<file path="config.mk">
export PLATFORM = sky130hd
export DESIGN_NAME = pipe_hazard_ctrl
export DESIGN_NICKNAME = d
export VERILOG_FILES = /design/src/rtl/pipe_hazard_ctrl_pkg.sv /design/src/rtl/pipe_hazard_ctrl_match.sv /design/src/rtl/pipe_hazard_ctrl.sv
export SDC_FILE = /design/constraint.sdc
export NUM_CORES = 1
export LEC_CHECK = 0
export ABC_AREA = 1
export CAP_MARGIN = 20
export CELL_PAD_IN_SITES_DETAIL_PLACEMENT = 1
export CELL_PAD_IN_SITES_GLOBAL_PLACEMENT = 2
export CORE_ASPECT_RATIO = 0.6
export CORE_MARGIN = 2
export CORE_UTILIZATION = 25
export CTS_BUF_LIST = sky130_fd_sc_hd__clkbuf_8
export CTS_CLUSTER_SIZE = 25
export DETAILED_ROUTE_END_ITERATION = 10
export PLACE_DENSITY_LB_ADDON = 0.1
export SETUP_SLACK_MARGIN = 0.15
export SLEW_MARGIN = 20
export SYNTH_ARGS = -nofsm -noshare
export SYNTH_HDL_FRONTEND = slang
export SYNTH_SLANG_ARGS = --single-unit
</file>
<file path="constraint.sdc">
create_clock -name clk_i -period 2.4 [get_ports clk_i]
set_input_delay 0.48 -clock clk_i [delete_from_list [all_inputs] [get_ports clk_i]]
set_output_delay 0.48 -clock clk_i [all_outputs]
set_load 0.03 [all_outputs]
</file>
<file path="src/rtl/pipe_hazard_ctrl_pkg.sv">
//------------------------------------------------------------------------------
// Module : pipe_haz_pkg
// Brief  : Shared types and helpers for the pipeline hazard controller.
//          Build option: define PIPE_HAZ_FWD_EN to enable operand forwarding.
// Rev    : 1.0 - initial release
//------------------------------------------------------------------------------
`default_nettype none

package pipe_haz_pkg;

  // Tracker entries carry a fixed-width destination; narrower cores zero-extend.
  localparam int c_REG_ADDR_W_MAX = 16;
  localparam logic [c_REG_ADDR_W_MAX-1:0] REG_ZERO = '0;

`ifdef PIPE_HAZ_FWD_EN
  localparam bit c_FWD_EN = 1'b1;
`else
  localparam bit c_FWD_EN = 1'b0;
`endif

  typedef struct packed {
    logic                        valid;
    logic [c_REG_ADDR_W_MAX-1:0] dst;
    logic                        reg_write;
    logic                        mem_read;
  } haz_entry_t;

  function automatic int fwd_sel_width(input int depth);
    return (depth < 1) ? 1 : $clog2(depth + 1);
  endfunction

endpackage

`default_nettype wire

</file>
<file path="src/rtl/pipe_hazard_ctrl_match.sv">
//------------------------------------------------------------------------------
// Module : pipe_haz_match
// Brief  : Compares one source operand against every tracker entry; returns
//          the load-use hit and the youngest-producer forwarding select.
//          Build option: PIPE_HAZ_FWD_EN (via pipe_haz_pkg::c_FWD_EN).
// Rev    : 1.0 - initial release
//------------------------------------------------------------------------------
`default_nettype none

module pipe_haz_match
  import pipe_haz_pkg::*;
#(
  parameter int FWD_DEPTH = 2,
  parameter int LOAD_LAT  = 1,
  parameter int FWD_SEL_W = fwd_sel_width(FWD_DEPTH)
) (
  input  logic [c_REG_ADDR_W_MAX-1:0] i_src,
  input  logic                        i_used,
  input  haz_entry_t [FWD_DEPTH-1:0]  i_trk,
  output logic                        o_lu_hit,
  output logic [FWD_SEL_W-1:0]        o_fwd_sel
);

  logic [FWD_DEPTH-1:0] w_match;

  always_comb begin
    w_match   = '0;
    o_lu_hit  = 1'b0;
    o_fwd_sel = '0;
    for (int k = 0; k < FWD_DEPTH; k++) begin
      w_match[k] = i_trk[k].valid & i_trk[k].reg_write & i_used &
                   (i_trk[k].dst == i_src) & (i_trk[k].dst != REG_ZERO);
    end
    // Without forwarding every in-flight producer must drain to the register file.
    for (int k = 0; k < FWD_DEPTH; k++) begin
      if (w_match[k] && (c_FWD_EN ? ((k < LOAD_LAT) && i_trk[k].mem_read) : 1'b1))
        o_lu_hit = 1'b1;
    end
    // Scan oldest to youngest so the youngest producer's position is kept.
    for (int k = FWD_DEPTH - 1; k >= 0; k--) begin
      if (w_match[k])
        o_fwd_sel = FWD_SEL_W'(k + 1);
    end
  end

endmodule

`default_nettype wire

</file>
<file path="src/rtl/pipe_hazard_ctrl.sv">
//------------------------------------------------------------------------------
// Module : pipe_hazard_ctrl
// Brief  : Load-use stall, operand-forwarding select and branch flush for the
//          in-order MIPS pipeline. Build option: define PIPE_HAZ_FWD_EN.
// Rev    : 1.0 - initial release
//------------------------------------------------------------------------------
`default_nettype none

module pipe_hazard_ctrl
  import pipe_haz_pkg::*;
#(
  parameter  int REG_ADDR_W = 5,
  parameter  int NUM_SRC    = 2,
  parameter  int FWD_DEPTH  = 2,
  parameter  int LOAD_LAT   = 1,
  parameter  int BR_STAGE   = 2,
  localparam int FWD_SEL_W  = fwd_sel_width(FWD_DEPTH)
) (
  input  logic                            clk_i,
  input  logic                            rst_i,
  input  logic                            id_valid_i,
  input  logic [NUM_SRC*REG_ADDR_W-1:0]   id_src_addr_i,
  input  logic [NUM_SRC-1:0]              id_src_used_i,
  input  logic [REG_ADDR_W-1:0]           id_dst_addr_i,
  input  logic                            id_reg_write_i,
  input  logic                            id_mem_read_i,
  input  logic                            br_taken_i,
  output logic                            stall_o,
  output logic                            bubble_o,
  output logic                            flush_o,
  output logic [NUM_SRC*FWD_SEL_W-1:0]    fwd_sel_o
);

  // r_trk[0] is the instruction in EX; r_trk[k] sits k stages past EX.
  haz_entry_t [FWD_DEPTH-1:0]     r_trk;
  logic [NUM_SRC*FWD_SEL_W-1:0]   r_fwd_sel;
  logic [NUM_SRC*FWD_SEL_W-1:0]   w_sel;
  logic [NUM_SRC-1:0]             w_lu_hit;
  logic                           w_adv;
  haz_entry_t                     w_id_rec;

  for (genvar i = 0; i < NUM_SRC; i++) begin : g_op
    logic [c_REG_ADDR_W_MAX-1:0] w_src;
    assign w_src = c_REG_ADDR_W_MAX'(id_src_addr_i[i*REG_ADDR_W +: REG_ADDR_W]);

    pipe_haz_match #(
      .FWD_DEPTH (FWD_DEPTH),
      .LOAD_LAT  (LOAD_LAT),
      .FWD_SEL_W (FWD_SEL_W)
    ) u_match (
      .i_src     (w_src),
      .i_used    (id_src_used_i[i]),
      .i_trk     (r_trk),
      .o_lu_hit  (w_lu_hit[i]),
      .o_fwd_sel (w_sel[i*FWD_SEL_W +: FWD_SEL_W])
    );
  end

  // A taken branch overrides any stall: the stalled consumer is squashed anyway.
  assign flush_o  = br_taken_i;
  assign stall_o  = (|w_lu_hit) & ~br_taken_i;
  assign bubble_o = stall_o;
  assign w_adv    = id_valid_i & ~stall_o & ~br_taken_i;

  always_comb begin
    w_id_rec           = '0;
    w_id_rec.valid     = 1'b1;
    w_id_rec.dst       = c_REG_ADDR_W_MAX'(id_dst_addr_i);
    w_id_rec.reg_write = id_reg_write_i;
    w_id_rec.mem_read  = id_mem_read_i;
  end

  always_ff @(posedge clk_i or posedge rst_i) begin
    if (rst_i) begin
      r_trk     <= '0;
      r_fwd_sel <= '0;
    end else begin
      for (int k = FWD_DEPTH - 1; k >= 1; k--) begin
        r_trk[k] <= r_trk[k-1];
        // Instructions younger than the resolving branch are dropped as they shift.
        if (br_taken_i && (k < BR_STAGE))
          r_trk[k].valid <= 1'b0;
      end
      r_trk[0]  <= w_adv ? w_id_rec : '0;
      r_fwd_sel <= w_adv ? w_sel : '0;
    end
  end

  assign fwd_sel_o = c_FWD_EN ? r_fwd_sel : '0;

endmodule

`default_nettype wire
</file>
==> results of run 1 <==
-- per-layer routing --
layer  share of wire  up-vias  GRT usage
met2            0.39       20      0.191
li1                -      471          -
met1            0.56      399      0.197
met3           0.031        4     0.0126
met5               0        -          0
met4           0.012        0     0.0500
-- synth_stat cells --
master and count:
dfrtp_1 14, nand3_1 7, nand3_4 1, nand2_2 2
nor2_1 19, nand2_1 60, conb_1 1, nor3_1 2
inv_2 4, buf_4 6, inv_1 27, o21ai_1 3
a21oi_1 2
-- power groups by stage --
stage	combinational (W)	clock [W]	sequential, W
floorplan	0.0000662	0	0.000256
CTS	0.000110	0.000192	0.000254
finish	0.000108	0.000181	0.000255
global route	0.000125	0.000204	0.000256
detailed placement	0.000114	0	0.000259
global placement	0.000112	0	0.000258
-- logic make-up (layout without fill, tap and decap cells) --
kind of cell | Yosys count | count (layout)
compound gates | 5 | 5
simple gates | 91 | 91
flops | 14 | 14
buf+inv | 37 | 60
other cells | 1 | 4
-- layout make-up --
class | instances | share of cell area
clock buffer | 3 | 0.0329
inverter | 31 | 0.0927
multi-input combinational | 100 | 0.349
sequential | 14 | 0.279
tap | 45 | 0.0449
timing repair buffer | 26 | 0.201
-- worst paths after layout --
path | start | endpoint | slack, ns | cells after the start
min in group asynchronous | rst_i | r_trk[6] | 0.59 | 2
hold reg to reg | r_trk[1] | r_trk[20] | 0.38 | 0
setup reg to reg | r_trk[23] | r_trk[5] | 0.92 | 6
setup / recovery | id_src_addr_i[3] | bubble_o | 0.27 | 10
hold / removal | r_trk[1] | r_trk[20] | 0.38 | 0
max in group asynchronous | rst_i | r_trk[37] | 1.46 | 2
-- metrics by stage --
stage               setup TNS (ns)  worst slack (ns)  instance area, sq um  std cells  hold WS, ns
detailed placement         -0.0561           -0.0292                  1180        215        0.365
finish                           0             0.274                  1250        219        0.379
global placement           -0.0308           -0.0156                  1180        215        0.360
global route                     0             0.167                  1250        219        0.396
CTS                              0             0.146                  1240        219        0.378
floorplan                        0             0.196                   923        151        0.354
-- critical path: stages --
cell and delay (ns):
dlygate4sd2_1 0.28, inv_1 0.06, nand2_1 0.06, nand2_1 0.05, nor2_1 0.11, nand3_1 0.08, nand2_1 0.07, nand2_2 0.10
a21oi_4 0.20, buf_6 0.15
-- cell usage in the layout (no fill, tap or decap), types with 4 or more instances in the layout --
cell type and instances:
nand3_1 6, inv_1 27, nor2_1 17, nand2_1 60, clkdlybuf4s50_1 9, dlygate4sd2_1 10, dfrtp_1 14, inv_2 4
conb_1 4
-- repair_timing --
action | in CTS | in global routing
setup buffers | 1 | 0
setup endpoints to repair | 2 | 3
resized for setup | 16 | 5
pin swaps | 6 | 5
==> flow_metrics.tcl, run 1 <==
set metrics [dict create \
    status "completed" \
    drt_pre_antenna_iters 3 \
    grt_max_degree 15 \
    ir_drop_mv 0.225 \
    rows 16 \
    p_clk_frac 0.332 \
    fillers 443 \
    fp.dieW_um 82.0 \
    regMostFlops "r_trk" \
    postSynthCellCount 148 \
    vias_per_cell 4.08 \
    ff_latch_area_sq_um 350 \
    cp-end-kind "output pin" \
    die_area_sq_um 4160 \
    synth_top_family_by_area "simple AND/OR/NAND/NOR gates" \
    finalHoldViolCount 0 \
    synthXorXnorAreaFrac 0 \
    synthMuxAreaShare 0 \
    pwr-share-comb 0.199 \
    synth_fa_ha_area_frac 0 \
    power_density_nw_per_um2 433 \
    crit_path_max_fanout 4 \
    synth.area.top_cells "dfrtp_1 (38%), nand2_1 (25%), inv_1 (11%)" \
    fin_crit_sh 0.886 \
    finClkSkew_ns 0.00290 \
    synth_compound_area_frac 0.0274 \
    largest_reg_flops 14 \
    internal-power_w 0.000402 \
    slew_headroom 0.640 \
    finish.utilization 0.373 \
    grt_pass1_wl_um 4070 \
    yosys.area.top_type_share 0.384 \
    gr-usage-all-layers 0.131 \
    setup_viol 0 \
    coreArea_sq_um 3360 \
    clk_pin_slew_ns 0.05 \
    cts-root-buf "clkbuf_8" \
    holdBufCountCts 0 \
    wl_per_cell_um 11.1 \
    rsz0062_at_grt "false" \
    totalWireLength_um 2430 \
    vias 894 \
    p_switching_w 0.000141 \
    antenna_left 0 \
    cts.sinks 14 \
    pin_count 30 \
    worstMarginPinSlew_ns 0.539 \
    reg.largest.list "r_trk x14" \
    gp_congestion 0.707 \
    cp-start-kind "input port" \
    total_power_w 0.000544 \
    syn2layout_area_growth_pct 37.6 \
    synthSimpleGateAreaFrac 0.407 \
    antenna_found_initial 0 \
    period_needed_ns 2.13 \
    die_h_um 50.8 \
    yosys_warnings 0 \
    drv_cap 0 \
    yosys.area.top_type "dfrtp_1" \
    seq_power_share 0.469 \
    avgSynthCellArea_sq_um 6.16 \
    numCtsBuffers 3 \
    drc_errors 0 \
    worstHoldPathType "flip-flop to flip-flop" \
    synth.distinct_cells 13 \
    clockBufferDepth 2 \
    final_layout_size_suffix_gt1_frac 0.103 \
    io_buffers 24 \
    cts_tree "yes" \
    synth-seq-cells 14 \
    start_util 0.271 \
    fmax_mhz 470 \
    diodes 0 \
    slew_viol_final 0 \
    yosysSeqAreaShare 0.384 \
    netlist_area_sq_um 912 \
    drt_iter0_drc 34 \
    multi_input_area_sq_um 438 \
    p_sw_frac 0.260 \
    critical_path_required_ns 1.92 \
    cp.arrival_ns 1.65 \
    p_leak_nw 0.736 \
    grt-ovfl-total 0 \
    dp_hpwl_um 2020 \
    critPathKind "input port to output pin" \
    nNetsFinal 199 \
    ctsHtreeMaxLevel 1 \
    first_global_vias 920 \
    clock_latency_ns 0.24 \
]
No activity file was read; power rests on OpenSTA's default activity.
==> run 2, diff against run 1 <==
HOLD_SLACK_MARGIN = 0.06   (was unset)
==> results of run 2 <==
The final DEF is identical to that of run 1; final timing and power are the same.
==> run 3, diff against run 2 <==
CTS_CLUSTER_DIAMETER = 150   (was unset)
==> results of run 3 <==
The final DEF is identical to that of run 1; final timing and power are the same.
